<file path="src/rtl/apb_mig_occ_cnt.sv">
// Per-channel FIFO occupancy tracker. Counts pushes and pops seen on the
// channel and flags a push-only into a full FIFO or a pop-only from an empty
// one; the count is held on either violation.
module apb_mig_occ_cnt #(
  parameter int FIFO_DEPTH = 8
) (
  input  logic i_clk,
  input  logic i_rst,
  input  logic i_push,
  input  logic i_pop,
  output logic o_ovf,
  output logic o_unf
);

  localparam int OCC_W = $clog2(FIFO_DEPTH + 1);

  logic [OCC_W-1:0] r_occ;
  logic             w_push_only;
  logic             w_pop_only;

  assign w_push_only = i_push & ~i_pop;
  assign w_pop_only  = i_pop & ~i_push;
  assign o_ovf       = w_push_only && (r_occ == OCC_W'(FIFO_DEPTH));
  assign o_unf       = w_pop_only && (r_occ == '0);

  // Occupancy update; simultaneous push and pop leave it unchanged
  always_ff @(posedge i_clk or posedge i_rst) begin
    if (i_rst) begin
      r_occ <= '0;
    end else if (w_push_only && !o_ovf) begin
      r_occ <= r_occ + 1'b1;
    end else if (w_pop_only && !o_unf) begin
      r_occ <= r_occ - 1'b1;
    end
  end

endmodule

</file>
<file path="config.mk">
export PLATFORM = sky130hd
export DESIGN_NAME = apb_mig_occ_cnt
export DESIGN_NICKNAME = d
export VERILOG_FILES = /design/src/rtl/apb_mig_occ_cnt.sv
export SDC_FILE = /design/constraint.sdc
export NUM_CORES = 1
export LEC_CHECK = 0
export CAP_MARGIN = 20
export CORE_AREA = 10 10 47 49
export DETAILED_ROUTE_END_ITERATION = 10
export DIE_AREA = 0 0 57 59
export GPL_TIMING_DRIVEN = 1
export SYNTH_ARGS = -nofsm -noshare
export SYNTH_HDL_FRONTEND = slang
export SYNTH_SLANG_ARGS = --single-unit
export TNS_END_PERCENT = 20
</file>
<file path="constraint.sdc">
create_clock -name i_clk -period 2.5 [get_ports i_clk]
set_input_delay 0.5 -clock i_clk [delete_from_list [all_inputs] [get_ports i_clk]]
set_output_delay 0.5 -clock i_clk [all_outputs]
set_load 0.005 [all_outputs]
</file>
==> impl_results.md, run 1 <==
- Clk_lat worst skew: 0.23 ns
- GR Util All Layers: 0.0365
- CTS tree: done
- Most used cell along the critical path: clkdlybuf4s50_1
- Pins Over Slew Limit: 0
- TritonRoute pass-1 iters: 1
- DP Area: slightly below 400 um2
- Setup ws final: between 0.1 and 0.15 ns
- CP Capture Type: primary output
- Ports: 6
- YS warnings: 0
- Ratio of cells with drive above 1 in the final layout: 0.270
- FMAX: 424 MHz
- Largest net degree at the start of global routing: 6
- H-Tree Depth: 1
- Fin crit share: 0.944
- Crit path max fanout: 4
- Starting DRC count in detailed routing: 0
- Top cell family by delay on the critical path: buffers and inverters
- Synthesized cell area: 320 um2
- Startpoint Class: input port
- Reg with most FFs: r_occ
- Postcts setup bufs: 0
- Max_cap viols: 0
- Design area: 420 um2
- Synth async-reset ratio: 1.00
- Synth Instances: 28
- Core area: 1400 um2
- GP Congestion: around 0.66
- EDFF count, synth: 0
- Cells along the critical path: clkdlybuf4s50_1, nand2b_1, nor3_1, clkdlybuf4s50_1
- Nets: 46
- FF-to-FF Start: r_occ[1]$_DFFE_PP0P_
- N_diodes: 0
- CTS Sinks: 4
- Minimum clock period: 2.36 ns
- Crit path kind: input port to primary output
- CP max stage cell: clkdlybuf4s50_1
- CP startpoint: i_pop
- DRC Markers: 0
- Relative slew margins: 0.812
- Hold_ws: 0.448 ns
- Fill cell count: 152
- Final wirelength: 550 um
- Die Y-Extent: 59 um
- Syn nets: 35
- RSZ-0062 raised after global routing: false
- Per-cell routed wire length: 10.4 um
- Synth area leader: dfrtp_1
- Slew @ Worst Pin: 0.282 ns
- Initial Util: 0.229
- Global-route congestion overflow total: 0
- Pwr dens: about 1100 nW/um2
- Synth area leaders: dfrtp_1, mux2_4, xor2_1
- Seq cells post-synth: 4
- Rows: 14
- CP bufs+invs: 2
- First-pass GRT wire length: approximately 930 um
- Initial antenna violation count: 0
- Final setup violating endpoints: 0
- Most common cell in the netlist: dfrtp_1
- Worst path max stage delay: 0.53 ns
- Biggest regs: r_occ (4)
- Die width: roughly 57 um
- Clock transition at path regs: approximately 0.030 ns
- Total die area: 3360 um2
- CP arrival: 1.86 ns
- Cts repair resizes: 0
- Synth top area share: 0.313
- Leak Pwr: roughly 0.18 nW
- TritonCTS buffer count: 3
- Non-filler cells, final: 53
- CTS Buffer Depth: 2
- Post-route ant nets: 0
- DP Cell Count: 50
- Setup TNS: 0 ns
- Clock skew: 0.000878 ns
- Predominant post-synthesis flop cell: dfrtp_1
- Final hold violation count: 0
- Post-place setup slack: 0.106 ns
- Root buffer cell: clkbuf_4
- Seq/Total Area, Yosys: 0.313
- Vias in the first global route: 245
- Synthesized area per cell: 11.4 um2
- Run status: completed
- Post-CTS Hold Buffers: 0
- Number of distinct library cells after synthesis: 17
- Half-perimeter wire length after placement: 480 um
- Worst Hold Class: input port to asynchronous set/reset pin
- IO Port Bufs: 5
- Peak supply drop: 0.207 mV
- Area Growth Syn to Fin: 31.3%
- Synth top cells by count: dfrtp_1, nand2_1, xor2_1
- Vias: 229
- Largest register FFs: 4
- Required time of the worst setup path: ~2.0 ns
- Routed vias/inst: 4.32
## final cells by class
type                            instances  area [um2]  area share
Inverter                                1        3.75     0.00893
Timing Repair Buffer                    6        57.6       0.137
Sequential cell                         4         100       0.238
Multi-Input combinational cell         23         216       0.515
Clock buffer                            3        22.5      0.0536
Tap cell                               16        20.0      0.0476
## metrics by stage
stage          power, W  utilization
2_1_floorplan  0.000326            -
3_3_place_gp   0.000372        0.284
3_5_place_dp   0.000373        0.284
4_1_cts        0.000454        0.300
5_1_grt        0.000481        0.300
6_report       0.000444        0.300
## cells in the final DEF, fill, tap and decap left out, types with 2 or more instances in the layout
master,netlist,final
ha_1,2,2
mux2_4,2,2
clkdlybuf4s50_1,0,5
nor2_1,2,2
nand2_1,3,3
nand2b_1,2,2
xor2_1,3,3
dfrtp_1,4,4
clkbuf_4,0,3
## path summary, 6_finish.rpt
check	end	depth (start not counted)	slack [ns]
max	o_unf	4	0.14
min	r_occ[2]$_DFFE_PP0P_	2	0.45
max reg2reg	r_occ[3]$_DFFE_PP0P_	7	0.59
min reg2reg	r_occ[0]$_DFFE_PP0P_	1	0.63
max in group asynchronous	r_occ[0]$_DFFE_PP0P_	2	1.91
min in group i_clk	r_occ[0]$_DFFE_PP0P_	1	0.63
## cell families (layout without fill, tap and decap cells)
group	after synthesis	after routing	share of synthesized area
xor+xnor	3	3	0.0820
compound gates	3	3	0.0820
simple gates	11	11	0.207
mux	3	3	0.164
flops	4	4	0.313
fa+ha+maj	3	3	0.141
buf+inv	1	10	0.0117
## power breakdown
group          internal (W)  switching (W)   total, W
sequential         0.000100      0.0000636   0.000164
combinational      0.000132      0.0000717   0.000203
clock             0.0000535      0.0000237  0.0000772
## routing by layer
metal / vias up / GRT usage / wire [um]
li1: 119 / - / -
met1: 101 / 0.0337 / 220
met2: 5 / 0.0527 / 270
met3: 4 / 0.00858 / 25
met4: 0 / 0.0604 / 34
met5: - / 0 / 0
Power figures use the tool's default switching activity.
==> inputs of run 2 (changes only) <==
Settings changed: CTS_CLUSTER_DIAMETER set to 100.
==> results of run 2 <==
No change in the layout: final DEF, timing and power equal those of run 1.
==> inputs of run 3 (changes only) <==
Settings changed: PLACE_DENSITY set to 0.45.
==> run 3 against run 2 <==
Combinational power increased by 2%. Register-to-register slack worse by 0.07 ns. Cell area is the same. Clock power rose by 4.1%. Sequential cell count unchanged. First-iteration DRC count unchanged. Critical path depth unchanged. Via count grew 3.1%. Setup slack gained 0.061 ns. Clock skew hardly changed. Core utilization unchanged. Clock-buffer cell count unchanged.
==> impl_results.md, run 3 (synthesized netlist as in run 1, its figures left out) <==
- Run status: completed
- Commonest non-fill, non-tap cells in the layout: clkdlybuf4s50_1, dfrtp_1, xor2_1, nand2_1, clkbuf_4
- Seq. cell area: 100 um2 (unchanged)
- Root buffer cell: clkbuf_4
- Clock transition at path regs: 0.04 ns (about the same)
- Design area: 420 um2 (unchanged)
- RSZ-0062 raised after global routing: false
- Slew @ Worst Pin: 0.281 ns (-0.000582 ns)
- Crit path kind: input port to primary output
- Hold_ws: 0.453 ns (+0.00531 ns)
- CP Capture Type: primary output
- Total die area: 3360 um2 (unchanged)
- Rows: 14 (unchanged)
- Per-cell routed wire length: 11.6 um (+12%)
- Peak supply drop: 0.272 mV (+32%)
- Final setup violating endpoints: 0 (unchanged)
- Pwr dens: 1070 nW/um2 (+1.5%)
- Startpoint Class: input port
- IO Port Bufs: 5 (unchanged)
- Worst Hold Class: input port to asynchronous set/reset pin
- Worst path max stage delay: 0.53 ns (about the same)
- FMAX: 435 MHz (+2.6%)
- TritonCTS buffer count: 3 (unchanged)
- Commonest non-fill, non-tap cell in the layout: clkdlybuf4s50_1
- DRC Markers: 0 (unchanged)
- Largest net degree at the start of global routing: 6 (unchanged)
- Global-route congestion overflow total: 0 (unchanged)
- Vias: 236 (+3.1%)
- Pins Over Slew Limit: 0 (unchanged)
- Biggest regs: r_occ (4)
- Die width: 57 um (unchanged)
- Post-CTS Hold Buffers: 0 (unchanged)
- Most used cell along the critical path: clkdlybuf4s50_1
- Ratio of cells with drive above 1 in the final layout: 0.270 (unchanged)
- Fill cell count: 156 (+2.6%)
- CTS tree: done
- Required time of the worst setup path: 2.00 ns (about the same)
- Setup TNS: 0 ns (unchanged)
- Starting DRC count in detailed routing: 0 (unchanged)
- Clk_lat worst skew: 0.23 ns (about the same)
- CTS Buffer Depth: 2 (unchanged)
- Final hold violation count: 0 (unchanged)
- Reg power frac: 0.362 (-0.007)
- Initial Util: 0.229 (unchanged)
- Post-route ant nets: 0 (unchanged)
- Largest register FFs: 4 (unchanged)
- CTS Sinks: 4 (unchanged)
- Core area: 1400 um2 (unchanged)
- GP Congestion: 0.667 (+1.6%)
- Final wirelength: 614 um (+12%)
- TritonRoute pass-1 iters: 1 (unchanged)
- First-pass GRT wire length: 1.06 mm (+14%)
- Int Power: 0.000285 W (-0.13%)
- Area Growth Syn to Fin: 31.3% (unchanged)
- Minimum clock period: 2.30 ns (-0.0609 ns)
- Reg with most FFs: r_occ
- Ports: 6 (unchanged)
- N_diodes: 0 (unchanged)
- Multi-input logic area: 216 um2 (unchanged)
- Clock skew: 0.00110 ns (+0.000218 ns)
- Routed vias/inst: 4.45 (+3.1%)
- Max_cap viols: 0 (unchanged)
- Vias in the first global route: 257 (+4.9%)
- Die Y-Extent: 59 um (unchanged)
- Sw Ratio: 0.368 (+0.0105)
- Switching pwr: 0.000166 W (+4.5%)
- Comb pwr share: 0.460 (+0.002)
- Half-perimeter wire length after placement: 521 um (+8.7%)
- Postcts setup bufs: 0 (unchanged)
- Leak Pwr: 0.179 nW (about the same)
- Nets: 46 (unchanged)
- Cells along the critical path: clkdlybuf4s50_1, nand2b_1, nor3_1, clkdlybuf4s50_1
- Cts repair resizes: 0 (unchanged)
- CP arrival: 1.80 ns (-0.06 ns)
- Initial antenna violation count: 0 (unchanged)
- Crit path max fanout: 3 (-1)
- GR Util All Layers: 0.0407 (+0.00429)
- H-Tree Depth: 1 (unchanged)
- CP max stage cell: clkdlybuf4s50_1
- Fin crit share: 0.920 (-0.0244)
- DP Area: 398 um2 (unchanged)
- Relative slew margins: 0.813 (about the same)
- Clock power share: 0.178 (+0.004)
==> run 3: cell counts in the layout (fill, tap and decap cells not counted) <==
No cell type changed its count.
==> run 3: area by class of cell <==
cell class | instances | area share
tap | 16 | 0.0476
clock buffer | 3 | 0.0536
multi-input combinational | 23 | 0.515
inverter | 1 | 0.00893
timing repair buffer | 6 | 0.137
sequential | 4 | 0.238
==> run 3: worst max-delay path: cells and delay by family <==
family,cells,cell delay [ns]
buffers and inverters,2,0.97
and+or+nand+nor,2,0.34
==> run 3: power by group through the flow <==
stage / sequential, W / clock (W) / combinational [W]
2_1_floorplan: 0.000152 / 0 / 0.000174
3_3_place_gp: 0.000163 / 0 / 0.000201
3_5_place_dp: 0.000164 / 0 / 0.000214
4_1_cts: 0.000166 / 0.0000848 / 0.000212
5_1_grt: 0.000173 / 0.0000902 / 0.000233
6_report: 0.000163 / 0.0000804 / 0.000207
==> run 3: layer usage <==
metal | vias to the layer above | wire length, um | global-route usage
li1 | 116 | - | -
met4 | 0 | 6 | 0.0503
met2 | 2 | 336 | 0.0636
met1 | 116 | 254 | 0.0419
met5 | - | 0 | 0
met3 | 2 | 15 | 0.00644
==> run 3: path summary, 6_finish.rpt <==
| path | startpoint | to | slack (ns) | cells after the start |
|---|---|---|---|---|
| worst max-delay path | i_push | o_unf | 0.20 | 4 |
| worst min-delay path | i_rst | r_occ[2]$_DFFE_PP0P_ | 0.45 | 2 |
| worst max register to register | r_occ[1]$_DFFE_PP0P_ | r_occ[3]$_DFFE_PP0P_ | 0.52 | 7 |
| worst min register to register | r_occ[0]$_DFFE_PP0P_ | r_occ[0]$_DFFE_PP0P_ | 0.61 | 1 |
| max in group asynchronous | i_rst | r_occ[1]$_DFFE_PP0P_ | 1.90 | 2 |
| min in group i_clk | r_occ[0]$_DFFE_PP0P_ | r_occ[0]$_DFFE_PP0P_ | 0.61 | 1 |
==> run 3: stage by stage <==
stage                util  setup slack (ns)  cells  total power, W
finish              0.300             0.200     53        0.000451
global route        0.300             0.118     53        0.000497
CTS                 0.300             0.179     53        0.000463
detailed placement  0.284            0.0827     50        0.000378
global placement    0.284             0.123     50        0.000365
floorplan               -             0.673     28        0.000326
